**src/rtl/fifo_wr_arbiter.sv**
```systemverilog
// fifo_wr_arbiter: write-clock-domain half of the async FIFO.
// Two requesters share the single memory write port. Arbitration is round-robin
// with a burst limit. The block owns the binary/Gray write pointer and derives
// FULL, AFULL and the fill level from the synchronised Gray read pointer.
module fifo_wr_arbiter #(
    parameter int DATA_WIDTH    = 8,
    parameter int ADDRESS_WIDTH = 4,
    parameter int AFULL_LEVEL   = 12,
    parameter int BURST_LEN     = 4
) (
    input  logic                     CLK,
    input  logic                     RST,
    input  logic                     REQ0,
    input  logic [DATA_WIDTH-1:0]    DATA0,
    output logic                     GNT0,
    input  logic                     REQ1,
    input  logic [DATA_WIDTH-1:0]    DATA1,
    output logic                     GNT1,
    input  logic [ADDRESS_WIDTH:0]   Wq2_Rptr,
    output logic                     W_en,
    output logic [ADDRESS_WIDTH-1:0] W_addr,
    output logic [DATA_WIDTH-1:0]    W_data,
    output logic [ADDRESS_WIDTH:0]   W_ptr,
    output logic                     FULL,
    output logic                     AFULL,
    output logic [ADDRESS_WIDTH:0]   W_level
);

    localparam int AW = ADDRESS_WIDTH;
    localparam int CW = $clog2(BURST_LEN + 1);

    // Burst counter only needs to reach BURST_LEN; it saturates there.
    localparam logic [CW-1:0] BURST_MAX = BURST_LEN[CW-1:0];
    localparam logic [AW:0]   AFULL_THR = AFULL_LEVEL[AW:0];

    // One-hot ownership: the value 1 means requester 0 holds the burst.
    typedef enum logic [1:0] {
        OWN_REQ0 = 2'b01,
        OWN_REQ1 = 2'b10
    } owner_t;

    owner_t          owner_q;
    owner_t          owner_next;
    logic [CW-1:0]   count_q;
    logic [CW-1:0]   count_next;

    logic            grant0;
    logic            grant1;
    logic            accept;
    logic [1:0]      grant_vec;

    logic [AW:0]     wbin_q;
    logic [AW:0]     wbin_next;
    logic [AW:0]     wgray_next;
    logic [AW:0]     rbin;
    logic [AW:0]     full_pattern;
    logic [AW:0]     level_next;
    logic            full_next;
    logic            afull_next;

    // Convert a Gray-coded pointer back to binary (prefix XOR from the MSB down).
    function automatic logic [AW:0] gray_to_bin(input logic [AW:0] gray);
        logic [AW:0] bin;
        bin[AW] = gray[AW];
        for (int i = AW - 1; i >= 0; i--) begin
            bin[i] = bin[i+1] ^ gray[i];
        end
        return bin;
    endfunction

    // Arbitration state: current burst owner and how many grants it has had in a row.
    always_ff @(posedge CLK or negedge RST) begin
        if (!RST) begin
            owner_q <= OWN_REQ0;
            count_q <= '0;
        end else begin
            owner_q <= owner_next;
            count_q <= count_next;
        end
    end

    // Grant selection and next owner/count; nothing is granted while FULL or in reset.
    always_comb begin
        grant0     = 1'b0;
        grant1     = 1'b0;
        owner_next = owner_q;
        count_next = count_q;

        if (RST && !FULL) begin
            if (REQ0 && REQ1) begin
                if (count_q < BURST_MAX) begin
                    grant0 = (owner_q == OWN_REQ0);
                    grant1 = (owner_q == OWN_REQ1);
                end else begin
                    grant0 = (owner_q == OWN_REQ1);
                    grant1 = (owner_q == OWN_REQ0);
                end
            end else begin
                grant0 = REQ0;
                grant1 = REQ1;
            end
        end

        accept    = grant0 | grant1;
        grant_vec = {grant1, grant0};

        if (accept) begin
            if (grant_vec != owner_q) begin
                owner_next = owner_t'(grant_vec);
                count_next = {{(CW-1){1'b0}}, 1'b1};
            end else if (count_q != BURST_MAX) begin
                count_next = count_q + 1'b1;
            end
        end
    end

    assign GNT0 = grant0;
    assign GNT1 = grant1;

    // Next pointer and status; a write and a read-pointer move in the same cycle both count here.
    always_comb begin
        wbin_next    = wbin_q + {{AW{1'b0}}, accept};
        wgray_next   = wbin_next ^ (wbin_next >> 1);
        rbin         = gray_to_bin(Wq2_Rptr);
        full_pattern = {~Wq2_Rptr[AW:AW-1], Wq2_Rptr[AW-2:0]};
        full_next    = (wgray_next == full_pattern);
        level_next   = wbin_next - rbin;
        afull_next   = (level_next >= AFULL_THR);
    end

    // Registered write port, pointers and flags; address/data hold when no word is written.
    always_ff @(posedge CLK or negedge RST) begin
        if (!RST) begin
            wbin_q  <= '0;
            W_en    <= 1'b0;
            W_addr  <= '0;
            W_data  <= '0;
            W_ptr   <= '0;
            FULL    <= 1'b0;
            AFULL   <= 1'b0;
            W_level <= '0;
        end else begin
            wbin_q  <= wbin_next;
            W_en    <= accept;
            if (accept) begin
                W_addr <= wbin_q[AW-1:0];
                W_data <= grant0 ? DATA0 : DATA1;
            end
            W_ptr   <= wgray_next;
            FULL    <= full_next;
            AFULL   <= afull_next;
            W_level <= level_next;
        end
    end

endmodule

```
**config.mk**
```make
export PLATFORM = sky130hd
export DESIGN_NAME = fifo_wr_arbiter
export DESIGN_NICKNAME = d
export VERILOG_FILES = /design/src/rtl/fifo_wr_arbiter.sv
export SDC_FILE = /design/constraint.sdc
export NUM_CORES = 1
export LEC_CHECK = 0
export BUFFER_PORTS_ARGS = -buffer_cell sky130_fd_sc_hd__buf_2
export CORE_MARGIN = 8
export CORE_UTILIZATION = 29
export DETAILED_ROUTE_END_ITERATION = 7
export GPL_ROUTABILITY_DRIVEN = 0
export HOLD_SLACK_MARGIN = 0.15
export PLACE_DENSITY = 0.57
export SYNTH_ARGS = -nofsm -noshare
export SYNTH_HDL_FRONTEND = slang
export SYNTH_SLANG_ARGS = --single-unit
```
**constraint.sdc**
```tcl
create_clock -name CLK -period 3.3 [get_ports CLK]
set_clock_uncertainty 0.1 [all_clocks]
set_input_delay 0 -clock CLK [delete_from_list [all_inputs] [get_ports CLK]]
set_output_delay 0 -clock CLK [all_outputs]
set_load 0.05 [all_outputs]
```
=== Word-level counts from Yosys, hierarchy flattened ===
Cells that the tools add are included.

* Add/sub/neg operators: 3
* Order comparisons: 2
* Eq/ne operators: 5
* Mux-type cells: 9
* Bitwise gates (word level): 7
* Reduce and logical (&&, ||, !) cells: 6

{| class="wikitable"
|+ Operators by type and width
! cell !! number
|-
| 8-bit 2-to-1 mux || 1
|-
| 1-bit 2-to-1 mux || 6
|-
| 3-bit 2-to-1 mux || 2
|-
| 5-bit by 1-bit adder with 5-bit output || 1
|-
| 5-bit == test || 1
|-
| 5-bit by 4-bit >= comparator with 1-bit output (second input constant) || 1
|-
| 5-bit subtractor || 1
|-
| 5-bit by 4-bit bitwise XOR with 5-bit output || 1
|-
| 2-bit AND reduction || 2
|-
| 1-bit bitwise XOR || 4
|-
| 3-bit by 1-bit adder with 3-bit output (second input constant) || 1
|-
| 3-bit < comparator (second input constant) || 1
|-
| 3-bit != test (second input constant) || 1
|-
| 2-bit by 1-bit == test with 1-bit output (second input constant) || 1
|-
| 2-bit == test (second input constant) || 1
|-
| 1-bit logical AND || 2
|-
| 2-bit != test || 1
|-
| 2-bit inverter || 1
|-
| 2-bit nonzero test || 1
|-
| 1-bit zero test || 1
|-
| 1-bit bitwise OR || 1
|}

* Flip-flop bits (word level): 35
* Input bits: 25
* Output and inout bits: 27
* Word-level logic and storage cells: 42

=== Depth between registers and ports, before layout ===
Gate-level depths: netlist of run 1.

* Word-level depth: 8
* Mapped depth: 12
* Mapped depth without buffers: 10

=== Worst setup path before layout of run 1 ===
OpenSTA, ideal clock, no wires.

* Path type: reg2reg
* Start: register FULL
* End: register AFULL
* Library setup time: 147 ps
* Data arrival time: 3064 ps
* Data required time: 3053 ps
* Path slack: -12 ps
* Cell stages (with the launch flop): 12
* Buffers on the path: 1
* Clock period less this slack: 3312 ps
* Path through: dfrtp_1 -> nand2b_1 -> a211oi_4 -> buf_2 -> ha_1 -> ha_1 -> xor2_1 -> ha_1 -> nor2b_1 -> o21ai_0 -> a21o_1 -> o311ai_0

* Longest elaborated chain between the ends: 7
* Elaborated cells between the ends (all ways): 8
* Classes of those cells: 2 x add/sub; 1 x order compare; 2 x mux; 1 x bitwise; 2 x reduce/logical

{| class="wikitable"
|+ Ends and longest elaborated chain
! element !! line !! RTL
|-
| start: declaration || 24 || <nowiki>output logic FULL,</nowiki>
|-
| start signal: assignment || 150 || <nowiki>FULL <= full_next;</nowiki>
|-
| 1-bit zero test (*) || 89 || <nowiki>if (RST && !FULL) begin</nowiki>
|-
| 1-bit logical AND (*) || 89 ||
|-
| 1-bit 2-to-1 mux || 89 ||
|-
| 1-bit bitwise OR (*) || 104 || <nowiki>accept = grant0 | grant1;</nowiki>
|-
| via accept || 49 || <nowiki>logic accept;</nowiki>
|-
| 5-bit by 1-bit adder with 5-bit output (*) || 122 || <nowiki>wbin_next = wbin_q + {{AW{1'b0}}, accept};</nowiki>
|-
| via wbin_next[2] || 53 || <nowiki>logic [AW:0] wbin_next;</nowiki>
|-
| 5-bit subtractor (*) || 127 || <nowiki>level_next = wbin_next - rbin;</nowiki>
|-
| 5-bit by 4-bit >= comparator with 1-bit output (*) || 128 || <nowiki>afull_next = (level_next >= AFULL_THR);</nowiki>
|-
| via afull_next || 59 || <nowiki>logic afull_next;</nowiki>
|-
| end signal: assignment || 151 || <nowiki>AFULL <= afull_next;</nowiki>
|-
| end: declaration || 25 || <nowiki>output logic AFULL,</nowiki>
|}

The timed path passes the listed nets; every way through them passes the cells marked *.
A chain may end at the register's enable or synchronous reset.

=== Worst setup path after layout of run 1 ===
* Start: register owner_q[0]
* End: register FULL

* Longest elaborated chain between the ends: 8
* Elaborated cells between the ends (all ways): 12
* Classes of those cells: 1 x add/sub; 3 x eq/ne; 6 x mux; 2 x bitwise

{| class="wikitable"
|+ Ends and longest elaborated chain
! element !! line !! RTL
|-
| start: declaration || 42 || <nowiki>owner_t owner_q;</nowiki>
|-
| start signal: assignment || 77 || <nowiki>owner_q <= owner_next;</nowiki>
|-
| 2-bit == test or 2-bit by 1-bit == test with 1-bit output (tied branches) || -- ||
|-
| 1-bit 2-to-1 mux || 91 || <nowiki>if (count_q < BURST_MAX) begin</nowiki>
|-
| 1-bit 2-to-1 mux || 90 || <nowiki>if (REQ0 && REQ1) begin</nowiki>
|-
| 1-bit 2-to-1 mux || 89 ||
|-
| 1-bit bitwise OR (*) || 104 ||
|-
| 5-bit by 1-bit adder with 5-bit output (*) || 122 ||
|-
| via wbin_next[2] || 53 ||
|-
| 5-bit by 4-bit bitwise XOR with 5-bit output (*) || 123 || <nowiki>wgray_next = wbin_next ^ (wbin_next >> 1);</nowiki>
|-
| 5-bit == test (*) || 126 || <nowiki>full_next = (wgray_next == full_pattern);</nowiki>
|-
| via full_next || 58 || <nowiki>logic full_next;</nowiki>
|}

Marks and branches as above.

==> results.tsv, run 1 <==
stage	metric	value	unit
floorplanning	dieHeight	95.4	um
route	detailed_router_s_first_iteration_violation_count	23	
timing	finalWorstPathRequiredPeriod	3.10	ns
floorplanning	die_area	9090	sq um
floorplanning	die_w	95.4	um
timing	setup_violations	0	
clocking	insertion_delay	0.28	ns
global_routing	grt-ovfl-total	0	
setup_path	critPathRequiredTime	3.36	ns
timing	maxSlewHeadroom	0.538	
yosys	yosysWarningCount	0	
clocking	cts_num_sinks	34	
place	preCtsSetupSlack	0.338	ns
clocking	clock_tree.buffer_depth	2	
flow_run	max_cap_viol_count	0	
timing	fin_tns_setup	0	ns
setup_path	r2r.worst_path.cells	9	
timing	fin_crit_sh	0.938	
route	drc	0	
min_path	hold_class	in2reg	
layout	finish.utilization	0.398	
power	pwr_density_cell	1080	nW/um^2
clocking	tritoncts.num_buffers	5	
setup_path	worst-endpoint-arrival	3.16	ns
global_routing	grtUsageTotal	0.0992	
power	peakVddDrop	0.595	mV
yosys	synth_enable_flop_cells	0	
route	ant_nets	0	
timing	timing_worst_slew_pin_value	0.693	ns
yosys	ys_async_sr_fraction	1.00	
timing	timing.final.ws_setup	0.204	ns
layout	final_nets	276	
timing	rsz0062_at_grt	no	
clocking	root_buffer	sky130_fd_sc_hd__clkbuf_8	
min_path	hold_depth	5	
global_routing	grt_start_max_net_pins	35	
clocking	cts_max_level	2	
timing	drv_slew	0	
route	routed_len_inst	13.0	um
place	place.detailed.hpwl	3.07	mm
yosys	synth_sequential_area_ratio	0.466	
yosys	synth_seq_cells	34	
floorplanning	pin_count	52	
layout	insertedDiodeCount	0	
place	numPortBuffers	51	
setup_path	critical_path_class	reg2reg	
route	vias_per_cell	4.43	
yosys	postSynthAreaPerCell	11.0	sq um
route	dr_pass1_iterations	4	
run_status	outcome	completed	
global_routing	number_of_global_route_vias_before_repair	1519	
yosys	mappedNetlistArea	1830	sq um
clocking	tritoncts	done	
timing	upper_clock_frequency_limit	0.323	GHz
yosys	synth_fp_nets	201	
floorplanning	fp-row-count	29	
setup_path	critical_path.max_fanout	8	
floorplanning	coreArea	6200	sq um
yosys	post_synth_num_cell_types	40	
route	num_vias	1413	
setup_path	worstSetupStartpointType	flip-flop	
power	total_leakage_power	1.22	nW
yosys	synthCells	166	
setup_path	endpoint_kind	flip-flop	
route	drt-total-wl	4.16	mm
floorplanning	initial_core_util	0.294	
layout	post_route_cells_drive_above_1_share	0.277	
layout	filler_cell_count	643	
timing	timing_hold_violations_final	0	
timing	hold_ws	0.171	ns
global_routing	grt_first_pass_wirelength	7.00	mm
global_routing	grt_antenna_before_repair	0	
clocking	path_clk_slew	0.07	ns
layout	synthToLayoutAreaGrowth	35.1	%
yosys	synth_ff_type	sky130_fd_sc_hd__dfrtp_1	
-- report_power, final --
group / internal (mW) / total, mW / switching (mW) / leakage [nW]
combinational: 0.530 / 1.57 / 1.04 / 0.776
sequential: 0.633 / 0.775 / 0.141 / 0.396
clock: 0.168 / 0.310 / 0.142 / 0.0482
total: 1.33 / 2.65 / 1.32 / 1.22
-- cell type report --
class / instances / area (sq um) / share of cell area
multi-input cells: 110 / 875 / 0.354
inverters: 14 / 52.6 / 0.0213
clock buffers: 7 / 86.3 / 0.0350
flip-flops and latches: 34 / 852 / 0.345
clock inverters: 1 / 5.00 / 0.00203
well taps: 77 / 96.3 / 0.0390
repair buffers: 76 / 500 / 0.203
-- cell usage after synthesis, types with 2 or more instances --
cell type	n	area (sq um)
sky130_fd_sc_hd__dfrtp_1	33	826
sky130_fd_sc_hd__inv_1	14	52.6
sky130_fd_sc_hd__a21oi_1	12	60.1
sky130_fd_sc_hd__nor2_1	11	41.3
sky130_fd_sc_hd__xnor2_1	10	87.6
sky130_fd_sc_hd__xor2_1	10	87.6
sky130_fd_sc_hd__ha_1	9	113
sky130_fd_sc_hd__mux2i_1	9	90.1
sky130_fd_sc_hd__nand3_1	5	25.0
sky130_fd_sc_hd__o21ai_0	5	25.0
sky130_fd_sc_hd__a21o_1	4	30.0
sky130_fd_sc_hd__buf_2	4	20.0
sky130_fd_sc_hd__nand2_1	4	15.0
sky130_fd_sc_hd__mux2_2	3	33.8
sky130_fd_sc_hd__nand3b_1	3	22.5
sky130_fd_sc_hd__a21boi_0	2	15.0
sky130_fd_sc_hd__and2_1	2	12.5
sky130_fd_sc_hd__buf_4	2	15.0
sky130_fd_sc_hd__buf_6	2	22.5
sky130_fd_sc_hd__nor2b_1	2	12.5
-- metal layers --
metal  GRT usage  routed length, um
met5           0                  0
met2       0.168               2050
met4      0.0273                 29
met3      0.0378                345
met1       0.114               1730
-- layout by cell type, fill, tap and decap left out, types with 2 or more instances in the layout --
master,synthesis,layout
sky130_fd_sc_hd__a21boi_0,2,2
sky130_fd_sc_hd__a21o_1,4,4
sky130_fd_sc_hd__a21oi_1,12,12
sky130_fd_sc_hd__and2_1,2,2
sky130_fd_sc_hd__buf_2,4,51
sky130_fd_sc_hd__buf_4,2,2
sky130_fd_sc_hd__clkbuf_8,0,6
sky130_fd_sc_hd__dfrtp_1,33,33
sky130_fd_sc_hd__dlygate4sd3_1,0,23
sky130_fd_sc_hd__ha_1,9,8
sky130_fd_sc_hd__inv_1,14,14
sky130_fd_sc_hd__mux2_2,3,3
sky130_fd_sc_hd__mux2i_1,9,9
sky130_fd_sc_hd__nand2_1,4,4
sky130_fd_sc_hd__nand3_1,5,5
sky130_fd_sc_hd__nand3b_1,3,3
sky130_fd_sc_hd__nor2_1,11,11
sky130_fd_sc_hd__nor2b_1,2,2
sky130_fd_sc_hd__o21ai_0,5,5
sky130_fd_sc_hd__xnor2_1,10,10
sky130_fd_sc_hd__xor2_1,10,9
-- critical path, stage by stage (launching register included) --
cell,delay (ns)
sky130_fd_sc_hd__dfstp_2,0.59
sky130_fd_sc_hd__xnor2_1,0.11
sky130_fd_sc_hd__a211oi_4,0.28
sky130_fd_sc_hd__ha_1,0.26
sky130_fd_sc_hd__ha_2,0.26
sky130_fd_sc_hd__xor2_2,0.28
sky130_fd_sc_hd__xor2_1,0.22
sky130_fd_sc_hd__mux2i_1,0.23
sky130_fd_sc_hd__nor4_1,0.07
sky130_fd_sc_hd__dlygate4sd3_1,0.57
-- worst paths after layout --
check / start / endpoint / slack (ns)
hold / removal: Wq2_Rptr[1] / W_level[0] / 0.17
hold reg to reg: W_addr[2] / W_addr[2] / 0.38
setup reg to reg: owner_q[0] / FULL / 0.20
min in group asynchronous: RST / W_ptr[3] / 0.23
setup / recovery: owner_q[0] / FULL / 0.20
max in group asynchronous: RST / owner_q[0] / 2.54
-- cell families (layout without fill, tap and decap cells) --
group	after synthesis	after routing	share of synthesized area
adder cells (fa/ha/maj)	10	10	0.0726
flip-flops	34	34	0.466
AND/OR/NAND/NOR	35	35	0.103
XOR/XNOR	21	21	0.109
multiplexers	13	13	0.0740
buffers and inverters	22	98	0.0603
AO/OA/AOI/OAI	31	31	0.115
-- timing repair --
action / CTS / global route
endpoints found under the setup margin: 0 / 1
hold buffers: 23 / 0
hold endpoints to repair: 48 / 0
resized for setup: 0 / 1
buffers inserted: 0 / 0
-- through the flow --
stage          instance area [sq um]  instances  total power, mW
6_report                        2470        319             2.65
5_1_grt                         2470        319             2.86
4_1_cts                         2460        319             2.70
3_5_place_dp                    2140        288             2.34
3_3_place_gp                    2140        288             2.32
2_1_floorplan                   1830        166             2.02
-- sequential cells by signal, indices dropped and copies added, names as in the netlist --
signal	flops
wbin_q	4
W_level	5
count_q	3
AFULL	1
owner_q	2
W_addr	4
W_ptr	5
FULL	1
W_data	8
W_en	1
Power figures use the tool's default switching activity.
==> run 2, diff against run 1 <==
--- a/config.mk
+++ b/config.mk
@@ -5,13 +5,13 @@
 export SDC_FILE = /design/constraint.sdc
 export NUM_CORES = 1
 export LEC_CHECK = 0
+export ABC_AREA = 1
 export BUFFER_PORTS_ARGS = -buffer_cell sky130_fd_sc_hd__buf_2
-export CORE_MARGIN = 8
 export CORE_UTILIZATION = 29
 export DETAILED_ROUTE_END_ITERATION = 7
 export GPL_ROUTABILITY_DRIVEN = 0
 export HOLD_SLACK_MARGIN = 0.15
-export PLACE_DENSITY = 0.57
+export PLACE_DENSITY = 0.58
 export SYNTH_ARGS = -nofsm -noshare
 export SYNTH_HDL_FRONTEND = slang
 export SYNTH_SLANG_ARGS = --single-unit
==> run 2 against run 1 <==
  * Non-clock buffer count rose by 9
  * Die area fell by 29%
  * Clock power rose by 15%
  * Largest cell class unchanged
  * Sequential cell count did not move
  * Combinational power rose by 6%
  * Worst setup slack improved by 0.084 ns
  * Global-route usage rose by 3.9 points
==> results.tsv, run 2 <==
stage	metric	value	unit
run_status	outcome	completed	
yosys	yosysWarningCount	0	
clocking	cts_max_level	2	
layout	mostFrequentLayoutCells	sky130_fd_sc_hd__buf_2, sky130_fd_sc_hd__nand2_1, sky130_fd_sc_hd__dfrtp_1	
power	power	2.74	mW
min_path	hold_depth	7	
power	peakVddDrop	0.425	mV
layout	synthToLayoutAreaGrowth	44.7	%
yosys	synth_seq_cells	34	
timing	timing_worst_slew_pin_value	0.423	ns
route	routed_len_inst	10.8	um
clocking	tritoncts.num_buffers	5	
route	drt-total-wl	3.94	mm
route	vias_per_cell	4.21	
yosys	synth_most_common_cell	sky130_fd_sc_hd__nand2_1	
setup_path	r2r.worst_path.cells	15	
clocking	insertion_delay	0.28	ns
min_path	holdCritStartpoint	REQ0	
setup_path	cpMaxStageDelayCell	sky130_fd_sc_hd__dfstp_2	
global_routing	grt_start_max_net_pins	35	
global_routing	number_of_global_route_vias_before_repair	1476	
floorplanning	initial_core_util	0.302	
layout	mostFrequentLayoutCell	sky130_fd_sc_hd__buf_2	
yosys	yosys-top-cells-count	sky130_fd_sc_hd__nand2_1, sky130_fd_sc_hd__dfrtp_1, sky130_fd_sc_hd__inv_1	
layout	post_route_cells_drive_above_1_share	0.301	
setup_path	crit_chain	inv_1 -> nand3_1 -> nand3_1 -> nand2_4 -> nand2_4 -> ha_1 -> ha_2 -> inv_1 -> xor2_2 -> nand2_1 -> nand2_1 -> nor2_1 -> nand3_1 -> nor2_1 -> dlygate4sd3_1	
yosys	synth_ff_type	sky130_fd_sc_hd__dfrtp_1	
global_routing	grt_first_pass_wirelength	6.59	mm
timing	maxSlewHeadroom	0.718	
timing	drv_slew	0	
yosys	postSynthAreaPerCell	8.94	sq um
timing	rsz0062_at_grt	no	
place	place.detailed.hpwl	2.79	mm
timing	fin_tns_setup	0	ns
timing	timing.final.ws_setup	0.288	ns
route	dr_pass1_iterations	4	
yosys	synth_fp_nets	235	
floorplanning	coreArea	5920	sq um
route	detailed_router_s_first_iteration_violation_count	84	
floorplanning	fp-row-count	28	
setup_path	critPathRequiredTime	3.42	ns
floorplanning	pin_count	52	
floorplanning	die_w	80.5	um
power	total_leakage_power	1.33	nW
timing	timing_hold_violations_final	0	
layout	final_nets	323	
timing	fin_crit_sh	0.913	
timing	finalWorstPathRequiredPeriod	3.01	ns
setup_path	crit-reg2reg-launch	owner_q[0]	
layout	layout_top_registers	W_data: 8 flops, W_level: 5 flops, W_ptr: 5 flops	
yosys	post_synth_num_cell_types	24	
layout	insertedDiodeCount	0	
power	pwr_density_cell	1060	nW/um^2
route	num_vias	1533	
setup_path	worstSetupStartpoint	owner_q[0]	
clocking	tritoncts	done	
place	preCtsSetupSlack	0.355	ns
timing	upper_clock_frequency_limit	0.332	GHz
setup_path	critical-path-max-stage-delay	0.55	ns
min_path	hold_class	in2reg	
setup_path	worst_path_most_repeated_cell	sky130_fd_sc_hd__nand3_1	
flow_run	max_cap_viol_count	0	
global_routing	grt_antenna_before_repair	0	
yosys	synthCells	200	
yosys	synth_enable_flop_cells	0	
yosys	mappedNetlistArea	1790	sq um
setup_path	worst-endpoint-arrival	3.13	ns
global_routing	grt-ovfl-total	0	
setup_path	endpoint_kind	flip-flop	
yosys	synth_top_cell_area_share	0.462	
layout	max_flop_register	W_data	
route	ant_nets	0	
yosys	synth_area_leader_cell	sky130_fd_sc_hd__dfrtp_1	
route	drc	0	
timing	setup_violations	0	
floorplanning	die_area	6480	sq um
yosys	ys_async_sr_fraction	1.00	
clocking	clock_tree.buffer_depth	2	
layout	largest_register_ffs	8	
yosys	synth_area_leaders	sky130_fd_sc_hd__dfrtp_1, sky130_fd_sc_hd__nand2_1, sky130_fd_sc_hd__ha_1	
setup_path	critical_path_class	reg2reg	
floorplanning	dieHeight	80.5	um
clocking	root_buffer	sky130_fd_sc_hd__clkbuf_8	
place	numPortBuffers	51	
clocking	cts_num_sinks	34	
setup_path	critical_path.max_fanout	5	
clocking	path_clk_slew	0.07	ns
yosys	synth_sequential_area_ratio	0.477	
global_routing	grtUsageTotal	0.138	
setup_path	worstSetupStartpointType	flip-flop	
[run 2: cell types whose count changed after synthesis, moves of 3 or more]
cell                      delta
sky130_fd_sc_hd__a21o_1      -4
sky130_fd_sc_hd__buf_2       -3
sky130_fd_sc_hd__inv_1      +12
sky130_fd_sc_hd__mux2i_1     -9
sky130_fd_sc_hd__nand2_1    +42
sky130_fd_sc_hd__nand3_1    +10
sky130_fd_sc_hd__nor2_1      +7
sky130_fd_sc_hd__o21ai_0     +5
sky130_fd_sc_hd__xnor2_1     -5
[run 2: stage by stage]
stage               std cells  hold slack (ns)  instance area (sq um)   util
floorplan                 200           -0.396                   1790      -
global placement          326           0.0128                   2130  0.360
detailed placement        326         -0.00304                   2130  0.360
CTS                       356            0.184                   2460  0.416
global route              364            0.212                   2590  0.437
finish                    364            0.155                   2590  0.437
[run 2: logic make-up after synthesis]
group           after synthesis  share of synthesized area
compound gates               22                     0.0630
xor+xnor                     17                     0.0959
fa+ha+maj                    10                     0.0742
buf+inv                      31                     0.0763
flops                        34                      0.477
mux                           2                     0.0126
simple gates                 84                      0.202
[run 2: layout make-up]
| cell class | instances | area [sq um] |
|---|---|---|
| flip-flops and latches | 34 | 852 |
| clock buffers | 8 | 110 |
| repair buffers | 85 | 568 |
| multi-input cells | 135 | 862 |
| inverters | 27 | 101 |
| well taps | 75 | 93.8 |
| fillers | 572 | 3330 |
[run 2: worst max-delay path, delay by kind of cell, from the launching register on]
kind	cells	cell delay [ns]
xor+xnor	1	0.21
buf+inv	3	0.72
flops	1	0.55
fa+ha+maj	2	0.57
simple gates	9	0.78
[run 2: power breakdown]
part	switching (mW)	internal, mW	total, mW
Combinational	1.11	0.546	1.66
Clock	0.148	0.211	0.358
Sequential	0.103	0.624	0.728
Total	1.36	1.38	2.74
[run 2: per-layer routing]
layer | global-route usage | vias to the layer above | wire length (um)
li1 | - | 799 | -
met1 | 0.160 | 693 | 1760
met2 | 0.229 | 34 | 1920
met3 | 0.0386 | 7 | 159
met4 | 0.0732 | 0 | 103
met5 | 0 | - | 0
[run 2: timing repair]
action | in CTS | in global routing
hold buffers | 22 | 1
endpoints found under the setup margin | 0 | 3
endpoints found under the hold margin | 46 | 1
buffers inserted | 0 | 7
resized for setup | 0 | 9
[run 2: final timing paths]
kind,end,slack (ns)
worst min-delay path,owner_q[0],0.15
min in group asynchronous,W_addr[2],0.21
worst max register to register,FULL,0.29
worst max-delay path,FULL,0.29
worst min register to register,W_addr[1],0.40
max in group asynchronous,owner_q[0],2.56
